===== config.mk =====
export PLATFORM = sky130hd
export DESIGN_NAME = ptos_param_serializer
export DESIGN_NICKNAME = d
export VERILOG_FILES = /design/src/rtl/ptos_param_serializer.sv
export SDC_FILE = /design/constraint.sdc
export NUM_CORES = 1
export LEC_CHECK = 0
export BUFFER_PORTS_ARGS = -buffer_cell sky130_fd_sc_hd__buf_2
export CORE_UTILIZATION = 48
export DETAILED_ROUTE_END_ITERATION = 16
export GPL_ROUTABILITY_DRIVEN = 0
export PLACE_DENSITY = 0.72
export SYNTH_ARGS = -nofsm -noshare
export SYNTH_HDL_FRONTEND = slang
export SYNTH_SLANG_ARGS = --single-unit

===== constraint.sdc =====
create_clock -name clk -period 1.4 [get_ports clk]
set_input_delay 0.14 -clock clk [delete_from_list [all_inputs] [get_ports clk]]
set_output_delay 0.14 -clock clk [all_outputs]
set_load 0.02 [all_outputs]

===== src/rtl/ptos_param_serializer.sv =====
// Parallel-to-serial lane transmitter: one bit per clk, comma preamble after reset,
// comma fill when idle and a one-word holding buffer behind the shift register.
//   state | meaning
//   SYNC  | sending the post-reset comma preamble, upstream held off
//   RUN   | preamble complete, data words accepted and transmitted
module ptos_param_serializer #(
  parameter int unsigned      WIDTH      = 8,
  parameter logic [WIDTH-1:0] COMMA      = WIDTH'(8'hBC),
  parameter bit               MSB_FIRST  = 1'b1,
  parameter int unsigned      SYNC_WORDS = 4
) (
  input  logic             clk,
  input  logic             reset,
  input  logic [WIDTH-1:0] in,
  input  logic             in_valid,
  output logic             in_ready,
  output logic             out_serial,
  output logic             out_word_start,
  output logic             out_is_comma,
  output logic             sync_done
);

  localparam int unsigned BCW = $clog2(WIDTH);
  localparam int unsigned SCW = (SYNC_WORDS > 1) ? $clog2(SYNC_WORDS) : 1;
  localparam logic [BCW-1:0] LAST      = BCW'(WIDTH - 1);
  localparam logic [SCW-1:0] SYNC_LAST = SCW'(SYNC_WORDS - 1);

  typedef enum logic {SYNC, RUN} state_t;

  state_t           state;
  logic [WIDTH-1:0] shreg;
  logic [WIDTH-1:0] shreg_shifted;
  logic [WIDTH-1:0] hold;
  logic             hold_valid;
  logic             word_is_comma;
  logic [BCW-1:0]   bit_cnt;
  logic [SCW-1:0]   sync_cnt;
  logic             last_bit;
  logic             accept;

  assign last_bit       = (bit_cnt == LAST);
  assign sync_done      = (state == RUN);
  assign in_ready       = sync_done & (~hold_valid | last_bit);
  assign accept         = in_valid & in_ready;
  assign out_serial     = MSB_FIRST ? shreg[WIDTH-1] : shreg[0];
  assign out_word_start = (bit_cnt == '0);
  assign out_is_comma   = word_is_comma;

  always_comb begin
    shreg_shifted = shreg;
    if (MSB_FIRST) shreg_shifted = {shreg[WIDTH-2:0], 1'b0};
    else           shreg_shifted = {1'b0, shreg[WIDTH-1:1]};
  end

  always_ff @(posedge clk) begin
    if (reset) begin
      state         <= SYNC;
      shreg         <= COMMA;
      hold          <= '0;
      hold_valid    <= 1'b0;
      word_is_comma <= 1'b1;
      bit_cnt       <= '0;
      sync_cnt      <= '0;
    end else if (!last_bit) begin
      shreg   <= shreg_shifted;
      bit_cnt <= bit_cnt + BCW'(1);
      if (accept) begin
        hold       <= in;
        hold_valid <= 1'b1;
      end
    end else begin
      bit_cnt <= '0;
      // hold is older than the word offered now, so it goes out first
      if (hold_valid) begin
        shreg         <= hold;
        word_is_comma <= 1'b0;
        if (accept) hold <= in;
        else        hold_valid <= 1'b0;
      end else if (accept) begin
        shreg         <= in;
        word_is_comma <= 1'b0;
      end else begin
        shreg         <= COMMA;
        word_is_comma <= 1'b1;
      end
      if (state == SYNC) begin
        if (sync_cnt == SYNC_LAST) state <= RUN;
        else                       sync_cnt <= sync_cnt + SCW'(1);
      end
    end
  end

endmodule


# --- Yosys cells after proc, flatten, opt, wreduce, memory -nomap -nowiden ---
# Index checks and enable logic that the tools add are counted.
totals:
  regBits: 24
  input_bits: 11
  output_inout_bits: 5
classes:
  add_sub_neg: 2
  eq_ne: 3
  muxes: 14
  bitwise_logic: 7
  n_reduce_logical: 5
ops:
  columns: ["cell", "n"]
  rows:
  - ["8-bit 2-to-1 mux", 6]
  - ["1-bit 2-to-1 mux", 8]
  - ["1-bit NOT", 4]
  - ["2-bit OR reduction", 2]
  - ["3-bit by 1-bit adder with 3-bit output (second input constant)", 1]
  - ["3-bit == test (second input constant)", 1]
  - ["3-bit zero test", 1]
  - ["3-bit AND reduction", 1]
  - ["2-bit by 1-bit adder with 2-bit output (second input constant)", 1]
  - ["1-bit AND", 2]
  - ["2-bit == test (second input constant)", 1]
  - ["2-bit != test (second input constant)", 1]
  - ["2-bit nonzero test", 1]
  - ["1-bit OR", 1]

# --- Depth between registers and ports, before layout ---
# Gate-level depths: netlist (run 1).
logic_depth:
  depth_word: 7
  ltp_mapped: 7
  depth_no_buf: 5

# --- Worst setup path before layout (run 1) ---
# Ideal clock, no wire load.
synth_path:
  path_kind: "register to register"
  from: "register bit_cnt[0]"
  to: "register hold[0]"
  setup_ns: 0.072
  arrival_time_ns: 1.482
  setup_slack_ns: -0.154
  stages_incl_launch_ff: 7
  n_path_buf: 1
  cell_sequence: "dfxtp_1 ha_1 ha_1 buf_2 xor2_1 nor2_2 mux2i_1"
synth_between:
  elab_chain_len: 7
synth_rtl:
  columns: ["element", "line", "source"]
  rows:
  - ["start, declared", "36", "logic [BCW-1:0] bit_cnt;"]
  - ["start signal, assigned", "66", "bit_cnt <= bit_cnt + BCW'(1);"]
  - ["3-bit == test (*)", "41", "assign last_bit = (bit_cnt == LAST);"]
  - ["1-bit OR", "43", "assign in_ready = sync_done & (~hold_valid | last_bit);"]
  - ["1-bit AND", "43", null]
  - ["1-bit AND", "44", "assign accept = in_valid & in_ready;"]
  - ["8-bit 2-to-1 mux (2 in series)", null, null]
  - ["8-bit 2-to-1 mux", "64", "end else if (!last_bit) begin"]
  - ["end signal, assigned", "68", "hold <= in;"]
  - ["end signal, assigned", "77", "if (accept) hold <= in;"]
  - ["end, declared", "33", "logic [WIDTH-1:0] hold;"]
# Every way passes the cells marked *; elsewhere a longest branch is shown, timed or not. The select of a mux whose other input is x is not followed.
# A chain may end at the register's enable or synchronous reset.

# --- Worst setup path in the final report (run 1) ---
layout_path:
  from: "register bit_cnt[1]"
  to: "output in_ready"
layout_between:
  elab_chain_len: 3
layout_rtl:
  columns: ["element", "line", "source"]
  rows:
  - ["3-bit == test", "41", null]
  - ["1-bit OR", "43", null]
  - ["1-bit AND", "43", null]
  - ["end, declared", "16", "output logic in_ready,"]
# Every way passes these cells.

==> flow_metrics.env, run 1 <==
export IMPL_outcome="complete, but fails checks"
export IMPL_failed_checks="setup timing"
export IMPL_drt_iter0_markers=23
export IMPL_crit_chain="ha_4, ha_4, buf_12, o21a_1, buf_6"
export IMPL_powerDensity_nw_per_um2=904.2
export IMPL_drive_above_1_share=0.4254
export IMPL_critPathMaxFanout=7
export IMPL_initial_core_util=0.5169
export IMPL_htreeDepth=1
export IMPL_synth_nets=119
export IMPL_overflow=0
export IMPL_cp_start_kind="flip-flop"
export IMPL_pwr_share_comb=0.101
export IMPL_fp_dieH_um=48.43
export IMPL_clk_latency_ns=0.32
export IMPL_yosysWarningCount=0
export IMPL_clkPwrFrac=0.368
export IMPL_power_w=0.001344
export IMPL_min_path_type="input pin to flip-flop"
export IMPL_max_slew_margin_rel=0.7663
export IMPL_finalCritPeriodShare=1.127
export IMPL_period_needed_ns=1.578
export IMPL_synth_seq_cells=24
export IMPL_post_dp_cell_area_sq_um=1224
export IMPL_holdBufCountCts=0
export IMPL_max_freq_mhz=633.6
export IMPL_stdcell_area_sq_um=1486
export IMPL_syn_inst=104
export IMPL_port_buffers=15
export IMPL_worstPathRequired_ns=1.26
export IMPL_slew_viol_final=0
export IMPL_nets=150
export IMPL_ios=16
export IMPL_clockBufferDepth=2
export IMPL_p_leak_nw=0.5913
export IMPL_fp_dieW_um=48.43
export IMPL_clkTransAtPathRegs_ns=0.13
export IMPL_worstMarginPinSlew_ns=0.3500
export IMPL_fill_cells=140
export IMPL_antenna_cells=0
export IMPL_finClkSkew_ns=0.01107
export IMPL_synth_area_per_cell_sq_um=9.949
export IMPL_dp_hpwl_mm=1.409
export IMPL_synth_area_sq_um=1035
export IMPL_grt_pass1_vias=838
export IMPL_track_usage=0.2142
export IMPL_dr_total_vias=839
export IMPL_peakVddDrop_mv=0.8488
export IMPL_maxCapViolCount=0
export IMPL_drc=0
export IMPL_rsz0062_at_grt="true"
export IMPL_arrival_ns=1.44
export IMPL_drtAntennaViolNets=0
export IMPL_cpPeakStageDelay_ns=0.36
export IMPL_switching_power_w=0.0002782
export IMPL_cts_inserted_buffers=3
export IMPL_reg2reg_setup_slack_ns=-0.13
export IMPL_via_per_inst=5.211
export IMPL_dr_pass1_iters=4
export IMPL_grt_pass1_wl_mm=3.788
export IMPL_clock_sink_count=24
export IMPL_dieArea_sq_um=2345
export IMPL_critical_path_class="flip-flop to output pin"
export IMPL_cp_common_cell="ha_4"
export IMPL_rows=16
export IMPL_seq_power_share=0.530
export IMPL_worstSetupEndpointType="output pin"
export IMPL_grt_max_degree=18
export IMPL_slowest_stage="dfxtp_2"
export IMPL_wl_per_cell_um=13.94
export IMPL_setup_violations=21
export IMPL_critPathLaunch="bit_cnt[1]"
export IMPL_r2r_start="bit_cnt[1]"
export IMPL_synth_seq_area_share=0.4643
export IMPL_cts_tree="done"
export IMPL_ys_types=30
export IMPL_syn2layout_area_growth_pct=43.65
export IMPL_layout_setup_ws_ns=-0.1782
export IMPL_core_sq_um=2002
export IMPL_root_buffer="clkbuf_4"
export IMPL_swShare=0.2070
export IMPL_intPower_w=0.001066
export IMPL_fin_hold_ws_ns=0.03268
export IMPL_antenna_found_initial=0
export IMPL_cp_top_family="flip-flops"
export IMPL_hold_viol_final=0
export IMPL_wirelength_mm=2.244
export IMPL_crit_buf_inv=2
export IMPL_hold_start="in[4]"
## cells in the final DEF, fill, tap and decap left out, drive strengths merged, types with 2 or more instances in the layout
master	n
nand2b	13
a22oi	2
ha	4
and2	2
buf	32
nor2	6
nand2	2
mux2i	7
clkbuf	3
o32a	5
a21oi	2
o41ai	2
inv	5
nor2b	4
o21a	6
o21ai	4
dfxtp	24
## kinds of logic (layout without fill, tap and decap cells)
family	after synthesis	in the layout	synth area share
AND/OR/NAND/NOR	33	33	0.1886
flip-flops	24	24	0.4643
AO/OA/AOI/OAI	22	22	0.1620
buffers and inverters	11	41	0.04232
multiplexers	7	7	0.06772
adder cells (fa/ha/maj)	5	5	0.05804
XOR/XNOR	2	2	0.01693
## metal layers
metal | share of wire | vias to the layer above | global-route usage
met5 | 0 | - | 0
met4 | 0.014 | 0 | 0.07353
met3 | 0.037 | 4 | 0.05660
met2 | 0.49 | 16 | 0.3662
met1 | 0.46 | 397 | 0.2599
li1 | - | 422 | -
## layout make-up
cell class / count / area [sq um] / area share
Inverter: 5 / 21.27 / 0.01431
Timing Repair Buffer: 32 / 255.2 / 0.1717
Multi-Input combinational cell: 69 / 640.6 / 0.4310
Clock inverter: 1 / 30.03 / 0.02020
Clock buffer: 3 / 22.52 / 0.01515
Sequential cell: 24 / 483.0 / 0.3249
Tap cell: 27 / 33.78 / 0.02273
## cell usage after synthesis
cell type / number / area, sq um
a21oi_1: 2 / 10.01
a22oi_1: 2 / 15.01
a311o_1: 1 / 10.01
and2_1: 2 / 12.51
and3b_1: 1 / 8.760
buf_2: 2 / 10.01
clkbuf_1: 4 / 15.01
dfxtp_1: 24 / 480.5
ha_1: 4 / 50.05
inv_1: 5 / 18.77
maj3_1: 1 / 10.01
mux2i_1: 7 / 70.07
nand2_1: 1 / 3.750
nand2_2: 1 / 6.260
nand2b_1: 13 / 81.33
nand3b_1: 1 / 7.510
nand4_1: 1 / 6.260
nor2_1: 5 / 18.77
nor2_2: 1 / 6.260
nor2b_1: 4 / 25.02
nor3_1: 1 / 5.000
nor3b_1: 1 / 7.510
o21a_1: 6 / 45.04
o21ai_0: 2 / 10.01
o21ai_1: 2 / 10.01
o32a_1: 5 / 50.05
o41ai_1: 2 / 17.52
or3_1: 1 / 6.260
xnor2_1: 1 / 8.760
xor2_1: 1 / 8.760
## per-stage QoR
step                      utilization  instances  setup TNS, ns  setup WS (ns)
after floorplan                     -        104        -0.4796       -0.09592
after global placement         0.6113        147        -0.9708        -0.1304
after detailed placement       0.6113        147         -1.416        -0.2073
after CTS                      0.7100        159         -2.179        -0.1900
after global routing           0.7425        161         -3.102        -0.2344
final                          0.7425        161         -1.894        -0.1782
## registers in the layout, indices dropped and copies added (netlist names)
name	count
sync_cnt	2
hold	8
out_is_comma	1
bit_cnt	3
hold_valid	1
sync_done	1
shreg	8
## power groups by stage
stage	combinational (W)	clock, W	sequential (W)
after CTS	0.000108	0.000508	0.000712
after global placement	0.000101	0	0.000726
after global routing	0.000152	0.000531	0.000715
after floorplan	0.0000593	0	0.000728
after detailed placement	0.000103	0	0.000726
final	0.000136	0.000495	0.000713
## worst reg2reg max path: stages, from the launching register on
cell and delay [ns]:
dfxtp_2 0.38, ha_4 0.14, ha_4 0.14, buf_12 0.13, buf_6 0.12, nor3b_2 0.16, buf_4 0.15, mux2i_1 0.18
nor2_1 0.05
## final timing paths
| kind | endpoint | cells past startpoint |
|---|---|---|
| setup reg to reg | sync_cnt[1] | 8 |
| setup / recovery | in_ready | 5 |
| hold / removal | shreg[4] | 2 |
| hold reg to reg | shreg[0] | 2 |
## what timing repair did
| item | 4_1_cts | 5_1_grt |
|---|---|---|
| setup endpoints to repair | 18 | 23 |
| setup buffers | 8 | 2 |
| pin swaps | 3 | 5 |
| resized for setup | 15 | 14 |
Note: power is estimated with default switching activity, not from simulation.
==> run 2, diff against run 1 <==
Settings changed: SKIP_LAST_GASP set to 1.
==> run 2 against run 1 <==
Against the previous run:
- the flow still finishes with violations (setup timing)
- setup slack lost 0.035 ns
- combinational power is essentially flat
- critical endpoint is now shreg[1]
- power grew 0.43%
- largest cell class unchanged
==> flow_metrics.env, run 2 (synthesized netlist as in run 1, its figures left out) <==
export IMPL_top_regs="hold (8), shreg (8), bit_cnt (3)"
export IMPL_drt_iter0_markers=17
export IMPL_min_path_type="input pin to flip-flop"
export IMPL_dr_total_vias=844
export IMPL_layout_commonest_cell="dfxtp_1"
export IMPL_clockBufferDepth=2
export IMPL_cp_common_cell="ha_4"
export IMPL_finalCritPeriodShare=1.152
export IMPL_crit_chain="ha_4, ha_4, buf_12, buf_6, and3b_1, a22oi_1, o21ai_1"
export IMPL_track_usage=0.2082
export IMPL_drtAntennaViolNets=0
export IMPL_nets=149
export IMPL_mostFrequentLayoutCells="22 x dfxtp_1, 13 x buf_2, 12 x nand2b_1"
export IMPL_slowest_stage="dfxtp_2"
export IMPL_max_slew_margin_rel=0.7658
export IMPL_finClkSkew_ns=0.01248
export IMPL_p_leak_nw=0.5828
export IMPL_failed_checks="setup timing"
export IMPL_arrival_ns=1.81
export IMPL_htreeDepth=1
export IMPL_fp_dieW_um=48.43
export IMPL_clkTransAtPathRegs_ns=0.14
export IMPL_rows=16
export IMPL_root_buffer="clkbuf_4"
export IMPL_worstHoldPathCells=2
export IMPL_r2r_cells=7
export IMPL_maxCapViolCount=0
export IMPL_clock_sink_count=24
export IMPL_dp_hpwl_mm=1.409
export IMPL_powerDensity_nw_per_um2=908.9
export IMPL_utilization=0.7419
export IMPL_cts_tree="done"
export IMPL_holdBufCountCts=0
export IMPL_peakVddDrop_mv=0.8617
export IMPL_period_needed_ns=1.613
export IMPL_overflow=0
export IMPL_dr_pass1_iters=4
export IMPL_antenna_cells=0
export IMPL_timing_setup_tns_ns=-2.023
export IMPL_worstPathRequired_ns=1.60
export IMPL_rsz0062_at_grt="true"
export IMPL_grt_pass1_wl_mm=3.746
export IMPL_hold_viol_final=0
export IMPL_slew_viol_final=0
export IMPL_post_dp_cell_area_sq_um=1224
export IMPL_grt_pass1_vias=847
export IMPL_fp_dieH_um=48.43
export IMPL_core_sq_um=2002
export IMPL_initial_core_util=0.5169
export IMPL_outcome="complete, but fails checks"
export IMPL_critical_path_class="flip-flop to flip-flop"
export IMPL_wl_per_cell_um=14.61
export IMPL_worstMarginPinSlew_ns=0.3508
export IMPL_grt_max_degree=18
export IMPL_cp_start_kind="flip-flop"
export IMPL_drive_above_1_share=0.4211
export IMPL_setup_violations=21
export IMPL_clk_latency_ns=0.32
export IMPL_antenna_found_initial=0
export IMPL_cts_inserted_buffers=3
export IMPL_cpPeakStageDelay_ns=0.36
export IMPL_wirelength_mm=2.337
export IMPL_worstSetupEndpointType="flip-flop"
export IMPL_layout_setup_ws_ns=-0.2130
export IMPL_syn2layout_area_growth_pct=43.53
export IMPL_max_freq_mhz=620.0
export IMPL_port_buffers=15
export IMPL_drc=0
export IMPL_ios=16
export IMPL_stdcell_area_sq_um=1485
export IMPL_critPathMaxFanout=7
export IMPL_via_per_inst=5.275
export IMPL_dieArea_sq_um=2345
export IMPL_fin_hold_ws_ns=0.03363
[run 2: cell types whose count changed in the layout (fill, tap and decap cells not counted), sizes merged]
| cell | previous run | this run |
|---|---|---|
| buf | 32 | 31 |
[run 2: per-layer routing]
metal / GRT usage / up-vias / share of wire
met5: 0 / - / 0
met3: 0.05660 / 4 / 0.039
li1: - / 419 / -
met1: 0.2500 / 399 / 0.44
met2: 0.3709 / 22 / 0.51
met4: 0.04412 / 0 / 0.012
[run 2: cell type report]
class	instances	area [sq um]
multi-input combinational	69	646.9
fill	142	516.7
sequential	24	483.0
timing repair buffer	31	247.7
tap	27	33.78
clock inverter	1	30.03
clock buffer	3	22.52
inverter	5	21.27
[run 2: where the power goes]
part	total [W]	leakage [nW]	internal (W)	switching [W]
Combinational	0.000138	0.359	0.0000753	0.0000624
Clock	0.000499	0.0279	0.000290	0.000210
Sequential	0.000713	0.196	0.000701	0.0000117
[run 2: timing repair]
action | CTS | global route
setup endpoints to repair | 18 | 23
buffers inserted | 8 | 2
hold endpoints to repair | 0 | 0
pin swaps | 3 | 9
gates cloned | 0 | 0
gates resized for setup | 13 | 17
[run 2: final timing paths]
check / start / slack, ns / endpoint
min reg2reg: hold[0] / 0.47 / shreg[0]
max reg2reg: bit_cnt[1] / -0.21 / shreg[1]
max: bit_cnt[1] / -0.21 / shreg[1]
min: in[2] / 0.03 / shreg[2]
[run 2: worst max-delay path: cells and delay by family (launching register included)]
kind | cells | cell delay [ns]
AOI/OAI and AO/OA | 2 | 0.33
buffers and inverters | 2 | 0.27
adders and majority gates | 2 | 0.32
DFF | 1 | 0.36
and+or+nand+nor | 1 | 0.21
[run 2: metrics by stage]
step / setup slack [ns] / cells / total power [W]
after floorplan: -0.09592 / 104 / 0.0007871
after global placement: -0.1304 / 147 / 0.0008264
after detailed placement: -0.2073 / 147 / 0.0008292
after CTS: -0.1900 / 159 / 0.001326
after global routing: -0.2435 / 160 / 0.001398
final: -0.2130 / 160 / 0.001350
